===== src/rtl/demux_frame_router_pkg.sv =====
// Shared types and constants for the serial frame router feeding a 1x8 demux.
package demux_frame_router_pkg;
    localparam int SEL_W  = 3;
    localparam int FCNT_W = 8;

    typedef enum logic [1:0] {
        IDLE = 2'd0,
        ADDR = 2'd1,
        DATA = 2'd2
    } state_e;
endpackage


===== src/rtl/demux_frame_router_if.sv =====
// Frame-router bus: serial frame input side plus demux-facing outputs.
interface demux_frame_router_if;
    import demux_frame_router_pkg::*;

    logic              start;
    logic              abort;
    logic              sdi;
    logic [SEL_W-1:0]  sel;
    logic              din;
    logic              valid;
    logic              busy;
    logic              done;
    logic [FCNT_W-1:0] frame_cnt;

    modport master (output start, abort, sdi,
                    input  sel, din, valid, busy, done, frame_cnt);
    modport slave  (input  start, abort, sdi,
                    output sel, din, valid, busy, done, frame_cnt);
endinterface


===== src/rtl/demux_frame_router_sipo.sv =====
// MSB-first serial-in parallel-out shift register with load enable.
module sipo_shift_reg #(
    parameter int W = 2
) (
    input  logic         clk,
    input  logic         rst,
    input  logic         en_i,
    input  logic         d_i,
    output logic [W-1:0] q_o
);
    logic [W-1:0] q_q;
    logic [W-1:0] q_d;

    assign q_d = {q_q[W-2:0], d_i};
    assign q_o = q_q;

    always_ff @(posedge clk or posedge rst) begin
        if (rst)       q_q <= '0;
        else if (en_i) q_q <= q_d;
    end
endmodule


===== src/rtl/demux_frame_router.sv =====
// Serial frame front-end: captures a 3-bit channel address, then streams the
// payload to the demux with sel held stable for the whole payload.
module demux_frame_router
    import demux_frame_router_pkg::*;
#(
    parameter int DATA_BITS = 8
) (
    input  logic                clk,
    input  logic                rst,
    demux_frame_router_if.slave bus
);
    localparam int               CNT_W = $clog2(DATA_BITS + 1);
    localparam logic [CNT_W-1:0] LAST  = CNT_W'(DATA_BITS - 1);

    state_e            state_q;
    logic [1:0]        addr_cnt_q;
    logic [CNT_W-1:0]  bit_cnt_q;
    logic [SEL_W-1:0]  sel_q;
    logic              din_q, valid_q, done_q;
    logic [FCNT_W-1:0] frame_cnt_q;
    logic [SEL_W-2:0]  addr_hi;

    // Only the first two address bits are stored; the third is taken straight
    // from sdi so sel updates on the third address edge in one step.
    sipo_shift_reg #(.W(SEL_W - 1)) u_addr_sr (
        .clk  (clk),
        .rst  (rst),
        .en_i (state_q == ADDR && !bus.abort),
        .d_i  (bus.sdi),
        .q_o  (addr_hi)
    );

    always_ff @(posedge clk or posedge rst) begin
        if (rst) begin
            state_q     <= IDLE;
            addr_cnt_q  <= '0;
            bit_cnt_q   <= '0;
            sel_q       <= '0;
            din_q       <= 1'b0;
            valid_q     <= 1'b0;
            done_q      <= 1'b0;
            frame_cnt_q <= '0;
        end else begin
            din_q   <= 1'b0;
            valid_q <= 1'b0;
            done_q  <= 1'b0;
            case (state_q)
                IDLE: if (bus.start) begin
                    state_q    <= ADDR;
                    addr_cnt_q <= '0;
                end
                ADDR: begin
                    if (bus.abort) begin
                        state_q <= IDLE;
                    end else begin
                        addr_cnt_q <= addr_cnt_q + 2'd1;
                        if (addr_cnt_q == 2'd2) begin
                            sel_q     <= {addr_hi, bus.sdi};
                            bit_cnt_q <= '0;
                            state_q   <= DATA;
                        end
                    end
                end
                DATA: begin
                    if (bus.abort) begin
                        state_q <= IDLE;
                    end else begin
                        din_q     <= bus.sdi;
                        valid_q   <= 1'b1;
                        bit_cnt_q <= bit_cnt_q + CNT_W'(1);
                        if (bit_cnt_q == LAST) begin
                            done_q      <= 1'b1;
                            frame_cnt_q <= frame_cnt_q + FCNT_W'(1);
                            state_q     <= IDLE;
                        end
                    end
                end
                default: state_q <= IDLE;
            endcase
        end
    end

    assign bus.sel       = sel_q;
    assign bus.din       = din_q;
    assign bus.valid     = valid_q;
    assign bus.busy      = (state_q != IDLE);
    assign bus.done      = done_q;
    assign bus.frame_cnt = frame_cnt_q;
endmodule


===== src/flat_wrapper.sv =====
// flat-port wrapper written by rule: the top's interface ports become plain ports
module demux_frame_router_flat import demux_frame_router_pkg::*;
#(
    parameter int DATA_BITS = 8
)
  (clk, rst, bus_start, bus_abort, bus_sdi, bus_sel, bus_din, bus_valid, bus_busy, bus_done, bus_frame_cnt);
  demux_frame_router_if bus_i ();
  input  logic clk;
  input  logic rst;
  input wire logic [$bits(bus_i.start)-1:0] bus_start;
  input wire logic [$bits(bus_i.abort)-1:0] bus_abort;
  input wire logic [$bits(bus_i.sdi)-1:0] bus_sdi;
  output wire logic [$bits(bus_i.sel)-1:0] bus_sel;
  output wire logic [$bits(bus_i.din)-1:0] bus_din;
  output wire logic [$bits(bus_i.valid)-1:0] bus_valid;
  output wire logic [$bits(bus_i.busy)-1:0] bus_busy;
  output wire logic [$bits(bus_i.done)-1:0] bus_done;
  output wire logic [$bits(bus_i.frame_cnt)-1:0] bus_frame_cnt;
  assign bus_i.start = bus_start;
  assign bus_i.abort = bus_abort;
  assign bus_i.sdi = bus_sdi;
  assign bus_sel = bus_i.sel;
  assign bus_din = bus_i.din;
  assign bus_valid = bus_i.valid;
  assign bus_busy = bus_i.busy;
  assign bus_done = bus_i.done;
  assign bus_frame_cnt = bus_i.frame_cnt;
  demux_frame_router #(.DATA_BITS(DATA_BITS)) u_core (.clk(clk), .rst(rst), .bus(bus_i));
endmodule

===== config.mk =====
export PLATFORM = sky130hd
export DESIGN_NAME = demux_frame_router_flat
export DESIGN_NICKNAME = d
export VERILOG_FILES = /design/src/rtl/demux_frame_router_pkg.sv /design/src/rtl/demux_frame_router_if.sv /design/src/rtl/demux_frame_router_sipo.sv /design/src/rtl/demux_frame_router.sv /design/src/flat_wrapper.sv
export SDC_FILE = /design/constraint.sdc
export NUM_CORES = 1
export LEC_CHECK = 0
export BUFFER_PORTS_ARGS = -buffer_cell sky130_fd_sc_hd__buf_2
export CORE_MARGIN = 1.5
export CORE_UTILIZATION = 35
export DETAILED_ROUTE_END_ITERATION = 10
export GPL_TIMING_DRIVEN = 0
export HOLD_SLACK_MARGIN = 0.06
export SYNTH_ARGS = -nofsm -noshare
export SYNTH_HDL_FRONTEND = slang
export SYNTH_SLANG_ARGS = --single-unit

===== constraint.sdc =====
create_clock -name clk -period 1.7 [get_ports clk]
set_input_delay 0.34 -clock clk [delete_from_list [all_inputs] [get_ports clk]]
set_output_delay 0.34 -clock clk [all_outputs]
set_load 0.02 [all_outputs]

==> results.md, run 1 <==
* Antenna violations before repair at 0
* Mean post-synth cell area at about 12 sq um
* Leading cell type in the layout, fill and taps excluded: sky130_fd_sc_hd__dfrtp_1
* Cell area after placement at approximately 1200 sq um
* Biggest fanout along the worst timing path at 8
* I/O Buffers at 19
* Proportion of layout cells with a drive suffix above 1 at 37.6%
* Boundary pin count at 20
* Part of the Yosys area used for sequential elements at 56.0%
* Setup repair after global routing missed its margin: yes
* Area of combinational cells with multiple inputs at around 450 sq um
* FF-to-FF End: u_core.bus.frame_cnt[1]
* CTS root buffer: sky130_fd_sc_hd__clkbuf_4
* Fmax at 618 MHz
* Critical setup path kind: reg2reg
* Hold/Removal Path Class: in2async
* Number of global-route vias before repair at 683
* Mapped cell area at 1070 sq um
* Worst Reg2Reg Path Length in Cells at 5
* Number of enable flip-flop cells after synthesis at 0
* Pwr Density at 1140 nW/um^2
* List of cells traversed by the critical path: buf_6 > or3b_4 > inv_4 > and2_4 > mux2_2
* Post-cts resize count at 1
* Total net switching power at roughly 440 uW
* Global-route wire length before repair at 3150 um
* FF-to-FF setup slack at 80 ps
* Minimum setup slack after placement at roughly 19 ps
* Final clock period utilization by the worst path at 95.1%
* Routability congestion estimate from global placement at 0.714
* Worst slew pin tran at 896 ps
* Floorplan die area at 3400 sq um
* Via total after detailed routing at 714
* Post-layout min period at 1620 ps
* Maximum number of pins on one net before global-route repair at 25
* Data arrival time of the critical path at 1830 ps
* Area grow syn2layout at 15.9%
* Worst Skew at 9.45 ps
* Bufs on Longest Clock Path at 2
* Number of nets in the final layout at roughly 120
* DRC Markers at 0
* Via density at 5.10
* Fraction of power spent switching nets at 31.3%
* Cts hold-fix bufs at 0
* Total Routing Usage GR at roughly 12%
* CTS buffer count at 3
* Number of distinct library cell variants in the gate-level netlist after synthesis at 29
* Clock-pin slew reported for the worst setup and hold paths after clock tree synthesis at 130 ps
* Core footprint at 2830 sq um
* Pre-Repair DR Iteration Count at 4
* Setup violation total in the final timing report at 0
* Number of endpoints with negative hold slack in the final report at 0
* Clk_lat worst skew at between 300 and 400 ps
* Worst EP required at 1910 ps
* Area of all placed cells without fillers at 1240 sq um
* Global route overflow at 0
* Count of routing violations after the opening detailed-route iteration at 13
* Die boundary width at about 58 um
* Max-cap viol count at 0
* Residual antenna-violating net count after detailed routing at 0
* H-tree depth at 1
* Vertical die dimension at 58.4 um
* Comb pwr share at 29.0%
* TritonCTS clock tree: yes
* Part of the total power dissipated in the clock network at 17.7%
* Synthesized Nets at 96
* Launching element type of the critical path: flop
* Commonest cells after routing, fill and taps aside: sky130_fd_sc_hd__dfrtp_1 (24), sky130_fd_sc_hd__buf_2 (19), sky130_fd_sc_hd__nand2_1 (9)
* Reg area at 601 sq um
* Synth warn at 0
* Effective utilization at floorplan at a little under two fifths
* Layout fillers at between 200 and 300
* Antenna Diode Count at 0
* Total internal power at 973 uW
* Flop pwr share at 53.3%
* Number of standard cells after synthesis at 88
* Floorplan row count at 19
* Flip-flop and latch count after synthesis at 24
* Maximum ir drop on the vdd rail at 526 uV
* Crit path capture type: flop
* Total Wirelength at 1820 um
* CTS sink cnt at 24
* Worst setup slack after layout at a little over 80 ps
* Final HPWL from detailed placement at 1310 um
* Headroom to the max-slew limit at roughly 40%
* Maximum single-stage delay on the critical path at 420 ps
* Number of buffers added for setup after CTS at 0
* Launch instance of the worst register-to-register path: u_core.state_q[0]
* Main flop type after synthesis: sky130_fd_sc_hd__dfrtp_1
* Library cell contributing the largest single delay on the critical path: sky130_fd_sc_hd__or3b_4
* Number of max-slew violations in the final report at 0
* Async S/R FF share, synth at 100%
* Leak Pwr at ~0.66 nW
* Detail-routed net length per standard cell at ~13 um
* Run status: completed
-- worst max path at each step --
stage / to / depth (start not counted) / start
floorplan: u_core.bus.frame_cnt[1] / 5 / u_core.state_q[0]
global placement: u_core.bus.frame_cnt[1] / 5 / u_core.state_q[0]
detailed placement: u_core.bus.frame_cnt[1] / 5 / u_core.state_q[0]
CTS: u_core.bus.sel[1] / 5 / u_core.addr_cnt_q[0]
global route: u_core.bus.frame_cnt[5] / 5 / u_core.state_q[0]
finish: u_core.bus.frame_cnt[1] / 5 / u_core.state_q[0]
-- cell families (layout without fill, tap and decap cells) --
kind of cell	count (synthesis)	after routing	synth area share (%)
flip-flops	24	24	56.0
multiplexers	9	9	9.22
AO/OA/AOI/OAI	10	10	6.65
adder cells (fa/ha/maj)	3	3	3.50
buffers and inverters	6	27	3.50
XOR/XNOR	8	8	6.53
AND/OR/NAND/NOR	28	28	14.6
-- Yosys cell counts (all sizes together), types with 2 or more instances --
cell type   n  share of area (%)
nor3        2               0.93
o21bai      2                1.4
nor2        3                1.1
inv         3                1.1
buf         2                2.1
and2        2                1.2
mux2        7                7.4
ha          3                3.5
a22o        2                1.9
mux2i       2                1.9
a21oi       2               0.93
nand2       9                3.2
nand3       2               0.93
nor4        3                1.8
or2         2                1.2
dfrtp      24                 56
xor2        7                5.7
-- power by group through the flow --
stage          Sequential, mW  Clock [mW]  Combinational, mW
6_report                0.755       0.250              0.411
5_1_grt                 0.769       0.284              0.460
4_1_cts                 0.754       0.262              0.419
3_5_place_dp            0.766           0              0.418
3_3_place_gp            0.758           0              0.403
2_1_floorplan           0.798           0              0.271
-- through the flow --
step	std cells	total power [mW]	setup TNS [ps]	hold WS (ps)	utilization, %
floorplan	88	1.07	0	355	-
global placement	138	1.16	0	452	42.6
global route	140	1.51	-4.21	253	43.9
CTS	141	1.43	0	225	43.5
finish	140	1.42	0	184	43.9
detailed placement	138	1.18	0	469	42.6
-- registers in the layout, indices dropped and copies added (netlist names) --
| name | count |
|---|---|
| u_core.state_q | 2 |
| u_core.bus.done | 1 |
| u_core.bus.din | 1 |
| u_core.addr_cnt_q | 2 |
| u_core.bus.frame_cnt | 8 |
| u_core.u_addr_sr.q_o | 2 |
| u_core.bit_cnt_q | 4 |
| u_core.bus.valid | 1 |
| u_core.bus.sel | 3 |
-- layer usage --
layer  vias to the layer above  global-route usage, %  part of all wire, %
met1                       353                   17.5                   46
met2                        10                   18.0                   48
met3                         5                   2.64                  3.2
met5                         -                      0                    0
li1                        346                      -                    -
met4                         0                   6.98                  2.8
-- worst max-delay path, delay by kind of cell, from the launching register on --
| family | cells | cell delay (ps) |
|---|---|---|
| AND/OR/NAND/NOR | 2 | 580 |
| flip-flops | 1 | 390 |
| buffers and inverters | 2 | 230 |
| multiplexers | 1 | 320 |
-- layout make-up --
| type | count | area share [%] |
|---|---|---|
| multi-input combinational | 58 | 36.2 |
| buffer | 2 | 1.81 |
| inverter | 3 | 1.11 |
| tap | 31 | 3.12 |
| clock buffer | 3 | 1.81 |
| sequential | 24 | 48.3 |
| timing repair buffer | 19 | 7.65 |
No activity file was read; power rests on OpenSTA's default activity.
==> inputs of run 2 (changes only) <==
--- a/config.mk
+++ b/config.mk
@@ -7,10 +7,11 @@
 export LEC_CHECK = 0
 export BUFFER_PORTS_ARGS = -buffer_cell sky130_fd_sc_hd__buf_2
 export CORE_MARGIN = 1.5
-export CORE_UTILIZATION = 35
+export CORE_UTILIZATION = 48
 export DETAILED_ROUTE_END_ITERATION = 10
 export GPL_TIMING_DRIVEN = 0
 export HOLD_SLACK_MARGIN = 0.06
+export PLACE_DENSITY = 0.73
 export SYNTH_ARGS = -nofsm -noshare
 export SYNTH_HDL_FRONTEND = slang
 export SYNTH_SLANG_ARGS = --single-unit
==> run 2 against run 1 <==
  * Power shrank 1.5%
  * Largest cell class unchanged
  * Die area down 26%
  * Worst setup slack worse by 9.6 ps
  * Routed wire length down 4.3%
  * Global-route usage is 3.7 points higher
  * Clock power down 6%
==> results.md, run 2 (synthesized netlist as in run 1, its figures left out) <==
* Run status: completed
* Cell area after placement at 1200 sq um
* Number of endpoints with negative hold slack in the final report at 0
* Global route overflow at 0
* Number of global-route vias before repair at 743
* Total Wirelength at 1740 um
* Maximum number of pins on one net before global-route repair at 25
* Count of placed standard cells including taps at approximately 130
* Data arrival time of the critical path at 1830 ps
* Worst EP required at 1900 ps
* Total Routing Usage GR at 16.2%
* Max-cap viol count at 0
* Final HPWL from detailed placement at between 1000 and 1500 um
* Area grow syn2layout at 16.2%
* Routability congestion estimate from global placement at around 0.7
* Number of max-slew violations in the final report at 0
* Effective utilization at floorplan at 52.5%
* Worst Reg2Reg Path Length in Cells at 5
* Via total after detailed routing at 707
* Antenna violations before repair at 0
* I/O Buffers at 19
* TritonCTS clock tree: yes
* Floorplan row count at 16
* Setup violation total in the final timing report at 0
* Post-layout min period at about 1600 ps
* Boundary pin count at 20
* Number of buffers added for setup after CTS at 0
* Biggest fanout along the worst timing path at 8
* Leak Pwr at 0.676 nW
* Crit path capture type: flop
* Number of nets in the final layout at 119
* Detail-routed net length per standard cell at 12.8 um
* Via density at approximately 5.2
* Proportion of layout cells with a drive suffix above 1 at 37.6%
* Headroom to the max-slew limit at 42.4%
* Count of routing violations after the opening detailed-route iteration at 7
* Final clock period utilization by the worst path at 95.7%
* Commonest cells after routing, fill and taps aside: sky130_fd_sc_hd__dfrtp_1 (24), sky130_fd_sc_hd__buf_2 (19), sky130_fd_sc_hd__nand2_1 (9)
* H-tree depth at 1
* Number of non-filler instances in the completed layout at 136
* CTS sink cnt at 24
* Launching element type of the critical path: flop
* Global-route wire length before repair at 3040 um
* Maximum single-stage delay on the critical path at between 400 and 500 ps
* Fmax at 615 MHz
* Launch instance of the worst register-to-register path: u_core.state_q[0]
* DRC Markers at 0
* Bufs on Longest Clock Path at 2
* Clk_lat worst skew at 300 ps
* Pre-Repair DR Iteration Count at 4
* Core footprint at 2040 sq um
* Pwr Density at 1120 nW/um^2
* Floorplan die area at 2530 sq um
* Worst Skew at 3.22 ps
* FF-to-FF End: u_core.bus.frame_cnt[1]
* Area of all placed cells without fillers at 1250 sq um
* Die boundary width at 50.3 um
* FF-to-FF setup slack at 70 ps
* Clock-pin slew reported for the worst setup and hold paths after clock tree synthesis at 120 ps
* Leading cell type in the layout, fill and taps excluded: sky130_fd_sc_hd__dfrtp_1
* CTS root buffer: sky130_fd_sc_hd__clkbuf_4
* Critical setup path kind: reg2reg
* Worst slew pin tran at 862 ps
* Largest register FFs at 8
* Library cell contributing the largest single delay on the critical path: sky130_fd_sc_hd__or3b_4
* Total power draw at 1.39 mW
* Vertical die dimension at 50.3 um
* Antenna Diode Count at 0
* CTS buffer count at 3
* List of cells traversed by the critical path: buf_6 > or3b_4 > inv_4 > and2_4 > mux2_2
* Hold/Removal Path Class: in2async
* Setup repair after global routing missed its margin: yes
* Residual antenna-violating net count after detailed routing at 0
* Maximum ir drop on the vdd rail at 815 uV
## run 2: changes by cell type in the layout (fill, tap and decap cells not counted)
cell | before | now
sky130_fd_sc_hd__nor4_2 | 2 | 1
sky130_fd_sc_hd__nor4_4 | 0 | 1
## run 2: worst max path at each step
stage	from	to	slack [ps]
4_1_cts	u_core.state_q[0]	u_core.bus.frame_cnt[1]	20
2_1_floorplan	u_core.state_q[0]	u_core.bus.frame_cnt[1]	110
5_1_grt	u_core.bit_cnt_q[0]	u_core.bus.frame_cnt[6]	-2
6_report	u_core.state_q[0]	u_core.bus.frame_cnt[1]	70
3_3_place_gp	u_core.state_q[0]	u_core.bus.frame_cnt[1]	10
3_5_place_dp	u_core.state_q[0]	u_core.bus.frame_cnt[7]	-40
## run 2: per-layer routing
layer / track usage [%] / wire, um
met4: 7.87 / 23
met1: 19.4 / 796
met2: 27.2 / 854
met5: 0 / 0
met3: 3.87 / 63
## run 2: cell type report
class	count	area (sq um)
Fill cell	170	796
Sequential cell	24	601
Timing Repair Buffer	19	95.1
Inverter	3	13.8
Clock buffer	3	22.5
Multi-Input combinational cell	58	458
Buffer	2	22.5
Tap cell	27	33.8
## run 2: what timing repair did
| action | CTS | global route |
|---|---|---|
| hold endpoints to repair | 0 | 0 |
| gates resized for setup | 2 | 3 |
| hold buffers | 0 | 0 |
| pin swaps | 0 | 0 |
| endpoints found under the setup margin | 2 | 7 |
## run 2: stage by stage
stage | TNS, ps | hold WS, ps | util, % | setup WS (ps)
after CTS | 0 | 224 | 60.4 | 24.8
final | 0 | 197 | 61.0 | 73.5
after global routing | -2.13 | 286 | 61.0 | -2.13
after global placement | 0 | 451 | 58.8 | 13.7
after floorplan | 0 | 355 | - | 107
after detailed placement | -43.4 | 457 | 58.8 | -39.8
## run 2: power by group
part           switching [mW]  internal [mW]
sequential             0.0666          0.684
clock                   0.153         0.0826
combinational           0.203          0.206
## run 2: worst max-delay path, delay by kind of cell (launching register included)
kind | cells | cell delay, ps
muxes | 1 | 320
and+or+nand+nor | 2 | 580
buffers and inverters | 2 | 230
DFF | 1 | 400
